===== src/rtl/ssd_pkg.sv =====
// Shared definitions for the seven-segment scan controller:
// hex-to-segment table, segment bit positions and output polarity helper.
package ssd_pkg;

    localparam int SEG_A = 6;
    localparam int SEG_B = 5;
    localparam int SEG_C = 4;
    localparam int SEG_D = 3;
    localparam int SEG_E = 2;
    localparam int SEG_F = 1;
    localparam int SEG_G = 0;

    // Active-high segments, {a,b,c,d,e,f,g}, indexed by nibble value
    localparam logic [6:0] HEX_SEG [16] = '{
        7'b1111110, 7'b0110000, 7'b1101101, 7'b1111001,
        7'b0110011, 7'b1011011, 7'b1011111, 7'b1110000,
        7'b1111111, 7'b1111011, 7'b1110111, 7'b0011111,
        7'b1001110, 7'b0111101, 7'b1001111, 7'b1000111
    };

    function automatic logic [7:0] polarize(
        input logic [7:0] v,
        input logic       active_low
    );
        return active_low ? ~v : v;
    endfunction

endpackage


===== src/rtl/ssd_hex_decoder.sv =====
// Combinational nibble to active-high seven-segment pattern.
module ssd_hex_decoder
    import ssd_pkg::*;
(
    input  logic [3:0] nibble,
    output logic [6:0] seg
);

    assign seg = HEX_SEG[nibble];

endmodule


===== src/rtl/ssd_scan_controller.sv =====
// Frame-synchronous, double-buffered N-digit seven-segment scanner with
// per-digit enable/dp, leading-zero suppression, blanking and PWM dimming.
module ssd_scan_controller
    import ssd_pkg::*;
#(
    parameter int NUM_DIGITS   = 8,
    parameter int PRESCALE     = 18,
    parameter int BLANK_CYCLES = 256,
    parameter int ACTIVE_LOW   = 1
) (
    input  logic                    ClkPort,
    input  logic                    reset,
    input  logic [4*NUM_DIGITS-1:0] digits_in,
    input  logic [NUM_DIGITS-1:0]   dp_in,
    input  logic [NUM_DIGITS-1:0]   digit_en,
    input  logic                    lz_blank,
    input  logic [3:0]              brightness,
    output logic [NUM_DIGITS-1:0]   anode,
    output logic [6:0]              cathode,
    output logic                    dp,
    output logic                    frame_start
);

    localparam int IW = (NUM_DIGITS > 1) ? $clog2(NUM_DIGITS) : 1;
    localparam logic [IW-1:0] LAST_IDX = IW'(NUM_DIGITS - 1);
    localparam logic POL = (ACTIVE_LOW != 0);

    logic [PRESCALE-1:0]     pcnt;
    logic [IW-1:0]           idx;
    logic [4*NUM_DIGITS-1:0] sh_digits;
    logic [NUM_DIGITS-1:0]   sh_dp;
    logic [NUM_DIGITS-1:0]   sh_en;
    logic                    sh_lz;
    logic [3:0]              sh_bright;

    logic [NUM_DIGITS-1:0]   supp;
    logic [3:0]              nib;
    logic [6:0]              seg;
    logic                    lit;
    logic [NUM_DIGITS-1:0]   an_nx;
    logic [6:0]              seg_nx;
    logic                    dp_nx;
    logic [7:0]              an_p;
    logic [7:0]              seg_p;

    // Held low during reset so the counters' 0/0 state does not flag a frame
    assign frame_start = !reset && (pcnt == '0) && (idx == '0);

    always_ff @(posedge ClkPort or posedge reset) begin
        if (reset) begin
            pcnt <= '0;
            idx  <= '0;
        end else begin
            pcnt <= pcnt + 1'b1;
            if (&pcnt)
                idx <= (idx == LAST_IDX) ? '0 : idx + 1'b1;
        end
    end

    always_ff @(posedge ClkPort or posedge reset) begin
        if (reset) begin
            sh_digits <= '0;
            sh_dp     <= '0;
            sh_en     <= '0;
            sh_lz     <= 1'b0;
            sh_bright <= '0;
        end else if (frame_start) begin
            sh_digits <= digits_in;
            sh_dp     <= dp_in;
            sh_en     <= digit_en;
            sh_lz     <= lz_blank;
            sh_bright <= brightness;
        end
    end

    // Walk from the most significant digit down; hb = all higher digits blank
    always_comb begin : lz_chain
        logic hb;
        hb   = 1'b1;
        supp = '0;
        for (int i = NUM_DIGITS - 1; i >= 0; i--) begin
            if (i > 0)
                supp[i] = sh_lz && hb && (sh_digits[4*i +: 4] == 4'h0);
            hb = hb && (!sh_en[i] || (sh_digits[4*i +: 4] == 4'h0));
        end
    end

    assign nib = sh_digits[4*int'(idx) +: 4];

    ssd_hex_decoder u_dec (
        .nibble (nib),
        .seg    (seg)
    );

    always_comb begin
        lit = sh_en[idx]
           && (pcnt >= PRESCALE'(BLANK_CYCLES))
           && (pcnt[PRESCALE-1 -: 4] <= sh_bright);
        an_nx  = lit ? (NUM_DIGITS'(1) << idx) : '0;
        seg_nx = (lit && !supp[idx]) ? seg : '0;
        dp_nx  = lit && sh_dp[idx];
        an_p   = polarize(8'(an_nx), POL);
        seg_p  = polarize({dp_nx, seg_nx}, POL);
    end

    always_ff @(posedge ClkPort or posedge reset) begin
        if (reset) begin
            anode   <= {NUM_DIGITS{POL}};
            cathode <= {7{POL}};
            dp      <= POL;
        end else begin
            anode   <= an_p[NUM_DIGITS-1:0];
            cathode <= seg_p[6:0];
            dp      <= seg_p[7];
        end
    end

endmodule


===== config.mk =====
export PLATFORM = sky130hd
export DESIGN_NAME = ssd_scan_controller
export DESIGN_NICKNAME = d
export VERILOG_FILES = /design/src/rtl/ssd_pkg.sv /design/src/rtl/ssd_hex_decoder.sv /design/src/rtl/ssd_scan_controller.sv
export SDC_FILE = /design/constraint.sdc
export NUM_CORES = 1
export LEC_CHECK = 0
export CAP_MARGIN = 20
export CORE_MARGIN = 3
export CORE_UTILIZATION = 45
export CTS_BUF_LIST = sky130_fd_sc_hd__clkbuf_4
export CTS_CLUSTER_SIZE = 12
export DETAILED_ROUTE_END_ITERATION = 8
export MAX_ROUTING_LAYER = met4
export PLACE_DENSITY = 0.69
export SKIP_CTS_REPAIR_TIMING = 1
export SYNTH_ARGS = -nofsm -noshare
export SYNTH_HDL_FRONTEND = slang
export SYNTH_SLANG_ARGS = --single-unit

===== constraint.sdc =====
create_clock -name ClkPort -period 9.7 [get_ports ClkPort]
set_clock_uncertainty 0.05 [all_clocks]
set_input_delay 1.455 -clock ClkPort [delete_from_list [all_inputs] [get_ports ClkPort]]
set_output_delay 1.455 -clock ClkPort [all_outputs]
set_load 0.01 [all_outputs]

# [Word-level counts from Yosys, hierarchy flattened]
# Memories as Yosys holds them, arrays and structs flattened.
# Cells that the tools add are included.
[classes] n_lt_le_gt_ge=4 n_mux=11 addsub=2 shifts=2 n_reduce_logical=48 n_eq_ne=1 bitwise_logic=3
[op_table] op="$shiftx A32 B6 Y4" count=1
[op_table] op="$logic_not A4 Y1" count=7
[op_table] op="$logic_and A1 B1 Y1" count=24
[op_table] op="$mux W7" count=3
[op_table] op="$add A18 B1 Y18 const B" count=1
[op_table] op="$ge A18 B9 Y1 const B" count=1
[op_table] op="$logic_not A18 Y1" count=1
[op_table] op="$reduce_and A18 Y1" count=1
[op_table] op="$not A8 Y8" count=2
[op_table] op="$bmux W1 S3" count=3
[op_table] op="$logic_not A1 Y1" count=8
[op_table] op="$mux W8" count=1
[op_table] op="$shl A1 B3 Y8 const A" count=1
[op_table] op="$logic_or A1 B1 Y1" count=6
[op_table] op="$ge A5 B5 Y1 const B" count=1
[op_table] op="$not A4 Y5" count=1
[op_table] op="$le A4 B4 Y1" count=1
[op_table] op="$lt A3 B4 Y1 const B" count=1
[op_table] op="$add A3 B1 Y3 const B" count=1
[op_table] op="$eq A3 B3 Y1 const B" count=1
[op_table] op="$logic_not A3 Y1" count=1
[op_table] op="$mux W1" count=3
[op_table] op="$mux W3" count=1
[word_totals] output_inout_bits=17 rom_bits=112 word_cells=82 reg_bits=90 memories=1 inputBits=55
[mem_list] memory="(no name shown)" words=16 word_bits=7 rd=1 rd_clocked_by_memory_dff=0 wr=0 line_no="ssd_hex_decoder.sv:9" source="assign seg = HEX_SEG[nibble];"

# [Longest topological paths before layout]
# Gate-level depths: netlist of the first run.
[logic_depth] depth_word=15 depth_mapped=10 ltp_nobuf=7

# [Modules after synthesis]
# From an unflattened synthesis of the first run, not the netlist that was laid out.
[hier_totals] hier_cells=340 area_unflattened_um2=4678.2
[by_module_without_submodules] module="ssd_scan_controller" n_inst=1 seq_area_each_um2=2272.2 cells_per_inst=307 area_per_inst_um2=4390.5
[by_module_without_submodules] module="ssd_hex_decoder" n_inst=1 seq_area_each_um2=0.0 cells_per_inst=33 area_per_inst_um2=287.8

# [Worst setup path before layout of the first run]
# No wires, ideal clock.
[synth_timing] kind="input -> output" from="input reset" to="output frame_start" stages=4 n_path_buf=1 path_slack_ns=4.135 arrival_ns=4.060 required_ns=8.195 cell_sequence="inv_1 -> nand4_1 -> nor2_1 -> buf_2"
[synth_between] elab_chain_len=3
[synth_rtl] item="from (decl)" line_no="ssd_scan_controller.sv:12" source="input logic reset,"
[synth_rtl] item="$logic_not A1 Y1 (no source line)"
[synth_rtl] item="$logic_and A1 B1 Y1 (2 in a row)" line_no="ssd_scan_controller.sv:47" source="assign frame_start = !reset && (pcnt == '0) && (idx == '0);"
[synth_rtl] item="to (decl)" line_no="ssd_scan_controller.sv:21" source="output logic frame_start"
# Every way passes these cells.

# [Final worst setup path of the first run]
# Ends and elaborated chain as after synthesis.

==> impl_metrics.py, run 1 <==
metrics = {
    "setup_path": {
        "cp_slowest_cell": "clkdlybuf4s50_1",
        "critPathMaxStageDelay_ns": 0.48,
        "crit_path_end_kind": "output pin",
        "path_max_fanout": 31,
        "r2r-start": "idx[0]$_DFFE_PP0P_",
        "required_ns": 8.20,
        "path_common_cell": "clkdlybuf4s50_1",
        "critPathBufInv": 3,
        "criticalPathCategory": "input pin to output pin",
        "crit_chain": "clkdlybuf4s50_1 > clkinv_2 > nand4_1 > nor2_4 > clkdlybuf4s50_1",
        "path_delay_family": "buffers and inverters",
        "cp_data_arrival_time_ns": 3.21,
        "start_kind": "input pin",
        "crit_path_start": "reset",
    },
    "cells_and_area": {
        "syn_to_final_growth_pct": 22.1,
        "finish.utilization_pct": 56.8,
        "drive_gt1_share_pct": 23.8,
        "final_cells": 532,
        "layout.nets": 470,
        "diodes": 0,
    },
    "global_route": {
        "grt_usage_pct": 16.9,
        "antenna_found_initial": 0,
        "grt_pass1_vias": 2851,
        "grt_max_degree": 62,
        "grt.overflow.total": 0,
        "grt_pass1_wl_microns": 14200,
    },
    "yosys": {
        "yosysMostFrequentCell": "dfrtp_1",
        "async_flop_share_pct": 100,
        "avgSynthCellArea_sq_um": 13.3,
        "synth_edf_count": 0,
        "ys.warnings.count": 0,
        "synth_seq_cells": 90,
        "synth_area_leader_cell": "dfrtp_1",
        "synthCells": 326,
        "synth_area_leaders": "dfrtp_1 (43%), mux2_2 (13%), dfstp_2 (9.7%)",
        "ys.flop_type": "dfrtp_1",
        "synth_top_area_share_pct": 42.6,
        "yosysSeqAreaShare_pct": 52.3,
        "syn_area_sq_um": 4340,
        "yosysUniqueCellTypes": 46,
        "ys_top_cells_by_count": "dfrtp_1 (74), mux2_2 (51), nand2_1 (22)",
        "synth_fp_nets": 398,
    },
    "clocking": {
        "cts_root_buf": "clkbuf_4",
        "cts.sinks": 90,
        "cts_tree": "yes",
        "clk_pin_slew_ns": 0.14,
        "cts_buffers": 9,
        "clock_latency_ns": 0.44,
        "htreeDepth": 3,
        "clockBufferDepth": 2,
    },
    "power": {
        "power_mw": 0.684,
        "p_leak_nw": 2.36,
        "p_per_area_nw_per_um2": 129,
        "peakVddDrop_uv": 63.6,
    },
    "route": {
        "viasPerCell": 5.35,
        "wl_per_cell_microns": 16.4,
        "vias": 2845,
        "first_pass_iters": 4,
        "drtIter0Drc": 124,
        "drc": 0,
        "ant_nets": 0,
        "finalWirelength_microns": 8710,
    },
    "floorplan": {
        "die_w_microns": 104,
        "fp.dieArea_sq_um": 10900,
        "die_h_microns": 104,
        "io_pins": 72,
        "start_util_pct": 46.6,
        "core.rowCount": 35,
        "core_region_area_sq_um": 9330,
    },
    "placed_design": {
        "io_buffers": 71,
        "gp_congestion": 0.790,
        "dp_slack_ns": 4.93,
        "dp_hpwl_microns": 6300,
        "dp.cells": 515,
    },
    "timing": {
        "max_freq_mhz": 212,
        "worst_pin_slew_ns": 0.854,
        "layout_setup_ws_ns": 4.98,
        "setup_tns_ns": 0,
        "rsz0062_at_grt": "no",
        "relSlewSlack_pct": 43.1,
        "finalCriticalPeriod_ns": 4.72,
        "post-route-period-util_pct": 48.6,
        "final_max_slew_viol_count": 0,
        "setup_viol": 0,
        "finalHoldViolCount": 0,
    },
    "run_status": {
        "outcome": "complete, no violations",
    },
    "flow_run": {
        "max_cap_viol_count": 0,
    },
    "min_path": {
        "hold_path.class": "flip-flop to flip-flop",
        "hp-start": "pcnt[11]$_DFF_PP0_",
    },
}
[cells in the final DEF (no fill, tap or decap), types with 10 or more instances in the layout]
master,netlist,layout
dfstp_2,16,16
nand3_1,12,12
dfrtp_1,74,74
xnor2_1,12,12
ha_1,17,17
clkbuf_4,0,10
mux2_2,51,51
inv_1,17,16
clkdlybuf4s50_1,0,71
nand2_1,22,22
[cell families after synthesis]
kind of cell	after synthesis	synth area share, %
mux	69	21.4
simple gates	69	8.61
fa+ha+maj	17	4.90
xor+xnor	16	3.23
buf+inv	31	3.89
compound gates	34	5.62
flops	90	52.3
[where the power goes]
part           switching (mW)  total (mW)  internal [mW]  leakage (nW)
sequential            0.00834       0.395          0.387          1.12
clock                   0.124       0.229          0.106        0.0838
combinational          0.0232      0.0596         0.0364          1.15
[flip-flops by register name, indices dropped and copies added, names as in the netlist]
signal,flops
sh_digits,32
anode,8
pcnt,18
idx,3
sh_bright,4
sh_en,8
sh_dp,8
sh_lz,1
cathode,7
dp,1
[metrics by stage]
| stage | cell area (sq um) | hold WS, ns |
|---|---|---|
| 6_report | 5300 | 0.454 |
| 5_1_grt | 5300 | 0.472 |
| 4_1_cts | 5290 | 0.456 |
| 3_5_place_dp | 5140 | 0.437 |
| 3_3_place_gp | 5140 | 0.428 |
| 2_1_floorplan | 4340 | 0.410 |
[per-layer routing]
| metal | part of all wire [%] | track usage [%] |
|---|---|---|
| met5 | 0 | - |
| met4 | 1.7 | 5.41 |
| met3 | 4.3 | 3.91 |
| met2 | 46 | 25.5 |
| met1 | 48 | 22.9 |
[path summary, 6_finish.rpt]
kind / depth (start not counted) / slack (ns) / endpoint
setup / recovery: 5 / 4.98 / frame_start
hold / removal: 1 / 0.45 / pcnt[11]$_DFF_PP0_
hold reg to reg: 1 / 0.45 / pcnt[11]$_DFF_PP0_
min in group asynchronous: 2 / 1.30 / sh_lz$_DFFE_PP0P_
setup reg to reg: 7 / 6.67 / sh_digits[16]$_DFFE_PP0P_
max in group asynchronous: 3 / 7.17 / sh_digits[20]$_DFFE_PP0P_
[cell type report]
type                            instances  area (sq um)
Timing Repair Buffer                   74           733
Multi-Input combinational cell        205          1910
Fill cell                             780          4030
Clock inverter                          6          81.3
Sequential cell                        90          2270
Clock buffer                           10          75.1
Tap cell                              129           161
Inverter                               18          68.8
No activity file was read; power rests on OpenSTA's default activity.
==> inputs of run 2 (changes only) <==
Clock period 9.7 ns to 4.4 ns, I/O delays scaled along.
==> run 2 against run 1 <==
Design area is 1.2% lower. Combinational power is 120% higher. Final cell count is 0.38% lower. Critical path depth is 1 higher. Sequential cell count stayed put. Die area stayed put. Clock power is 65% higher. First-iteration DRC count is 4.0% higher. Hold slack better by 0.0096 ns. Register-to-register slack worse by 5.3 ns. Total power is 100% higher. Worst setup slack worse by 4.1 ns. Largest cell class unchanged. Largest power group unchanged.
==> impl_metrics.py, run 2 (same netlist as run 1, synthesis figures left out) <==
metrics = {
    "cells_and_area": {
        "layout_common_cells": "dfrtp_1 (74), clkdlybuf4s50_1 (71), mux2_2 (51)",
        "largest-register": "sh_digits",
        "reg.largest.list": "sh_digits x32, pcnt x18",
        "final_common_cell": "dfrtp_1",
        "stdcell_area_sq_um": 5240,
        "layout.nets": 469,
        "syn_to_final_growth_pct": 20.7,
        "seqCellArea_sq_um": 2270,
        "drive_gt1_share_pct": 23.2,
        "diodes": 0,
        "fillCellCount": 810,
        "largest_register_ffs": 32,
        "multiInputGateArea_sq_um": 1910,
    },
    "global_route": {
        "grt_pass1_vias": 2859,
        "grt_max_degree": 65,
        "grt_pass1_wl_microns": 14500,
        "antenna_found_initial": 0,
        "grt.overflow.total": 0,
        "grt_usage_pct": 17.2,
    },
    "setup_path": {
        "cp_data_arrival_time_ns": 2.77,
        "critPathMaxStageDelay_ns": 0.72,
        "path_max_fanout": 19,
        "crit_path_end_kind": "output pin",
        "critPathBufInv": 2,
        "path_delay_family": "buffers and inverters",
        "crit_chain": "inv_1 > ha_1 > nor4b_1 > nand4_1 > nor2_4 > clkdlybuf4s50_1",
        "regToRegSetupSlack_ns": 1.34,
        "criticalPathCategory": "flip-flop to output pin",
        "start_kind": "flip-flop",
        "cp_slowest_cell": "dfrtp_1",
        "required_ns": 3.69,
    },
    "floorplan": {
        "start_util_pct": 46.6,
        "io_pins": 72,
        "fp.dieArea_sq_um": 10900,
        "die_w_microns": 104,
        "die_h_microns": 104,
        "core.rowCount": 35,
        "core_region_area_sq_um": 9330,
    },
    "power": {
        "p_per_area_nw_per_um2": 264,
        "peakVddDrop_uv": 128,
        "power_mw": 1.38,
        "p_leak_nw": 2.33,
    },
    "route": {
        "drc": 0,
        "first_pass_iters": 4,
        "finalWirelength_microns": 8710,
        "wl_per_cell_microns": 16.4,
        "route.met3.wl_microns": 379,
        "route.top_layer_used": "met4",
        "drtIter0Drc": 129,
        "wl_met2_microns": 4090,
        "viasPerCell": 5.30,
        "vias": 2810,
        "m1WireLength_microns": 4170,
        "ant_nets": 0,
    },
    "timing": {
        "relSlewSlack_pct": 33.4,
        "worst_pin_slew_ns": 0.971,
        "rsz0062_at_grt": "no",
        "setup_viol": 0,
        "finalCriticalPeriod_ns": 3.48,
        "max_freq_mhz": 287,
        "post-route-period-util_pct": 79.1,
        "final_max_slew_viol_count": 0,
        "finalHoldViolCount": 0,
        "setup_tns_ns": 0,
    },
    "clocking": {
        "clk_pin_slew_ns": 0.13,
        "cts_tree": "yes",
        "clock_latency_ns": 0.41,
        "cts_buffers": 9,
        "cts_root_buf": "clkbuf_4",
        "htreeDepth": 3,
        "cts.sinks": 90,
        "clockBufferDepth": 2,
    },
    "flow_run": {
        "max_cap_viol_count": 0,
    },
    "placed_design": {
        "dpl_cell_area_sq_um": 5140,
        "gp_congestion": 0.820,
        "dp_hpwl_microns": 6260,
        "io_buffers": 71,
    },
    "min_path": {
        "hold_path.class": "flip-flop to flip-flop",
    },
    "run_status": {
        "outcome": "complete, no violations",
    },
}
## run 2: cell count changes in the layout (fill, tap and decap cells not counted)
| cell | before | now |
|---|---|---|
| clkinv_1 | 2 | 3 |
| clkinv_2 | 3 | 2 |
| clkbuf_4 | 10 | 11 |
| buf_4 | 3 | 2 |
| bufinv_16 | 2 | 0 |
## run 2: worst reg2reg max path, cell delays in order (launching register included)
cell and delay, ns:
dfrtp_1 0.93, mux4_1 0.69, mux2i_1 0.79, inv_1 0.19, a21oi_1 0.19, o221ai_1 0.15
## run 2: cell type report
type / instances / area share, %
sequential: 90 / 43.4
timing repair buffer: 73 / 13.8
multi-input combinational: 205 / 36.4
tap: 129 / 3.08
inverter: 18 / 1.31
clock inverter: 4 / 0.382
clock buffer: 11 / 1.58
## run 2: final timing paths
kind                                     from                   endpoint  cells after the start
max in group asynchronous               reset  sh_digits[23]$_DFFE_PP0P_                      3
setup / recovery           idx[0]$_DFFE_PP0P_                frame_start                      6
min in group asynchronous               reset          sh_lz$_DFFE_PP0P_                      2
setup reg to reg           idx[0]$_DFFE_PP0P_       cathode[1]$_DFF_PP1_                      5
hold / removal             pcnt[11]$_DFF_PP0_         pcnt[11]$_DFF_PP0_                      1
hold reg to reg            pcnt[11]$_DFF_PP0_         pcnt[11]$_DFF_PP0_                      1
## run 2: report_power, final
group          leakage (nW)  internal, mW  switching (mW)
registers              1.12         0.853          0.0188
clock network        0.0578         0.122           0.256
logic                  1.15        0.0798          0.0516
## run 2: through the flow
step                cells  hold WS, ns  setup WS (ns)  util [%]
detailed placement    515        0.441           1.28      55.1
finish                530        0.464          0.918      56.2
global placement      515        0.430           1.31      55.1
global route          530        0.471          0.675      56.2
floorplan             326        0.410          0.425         -
CTS                   530        0.459          0.870      56.2
## run 2: layer usage
metal  track usage, %  vias up
li1                 -     1331
met1             24.2     1401
met2             25.8       71
met3             3.10        7
met4             4.84        0
met5                -        -
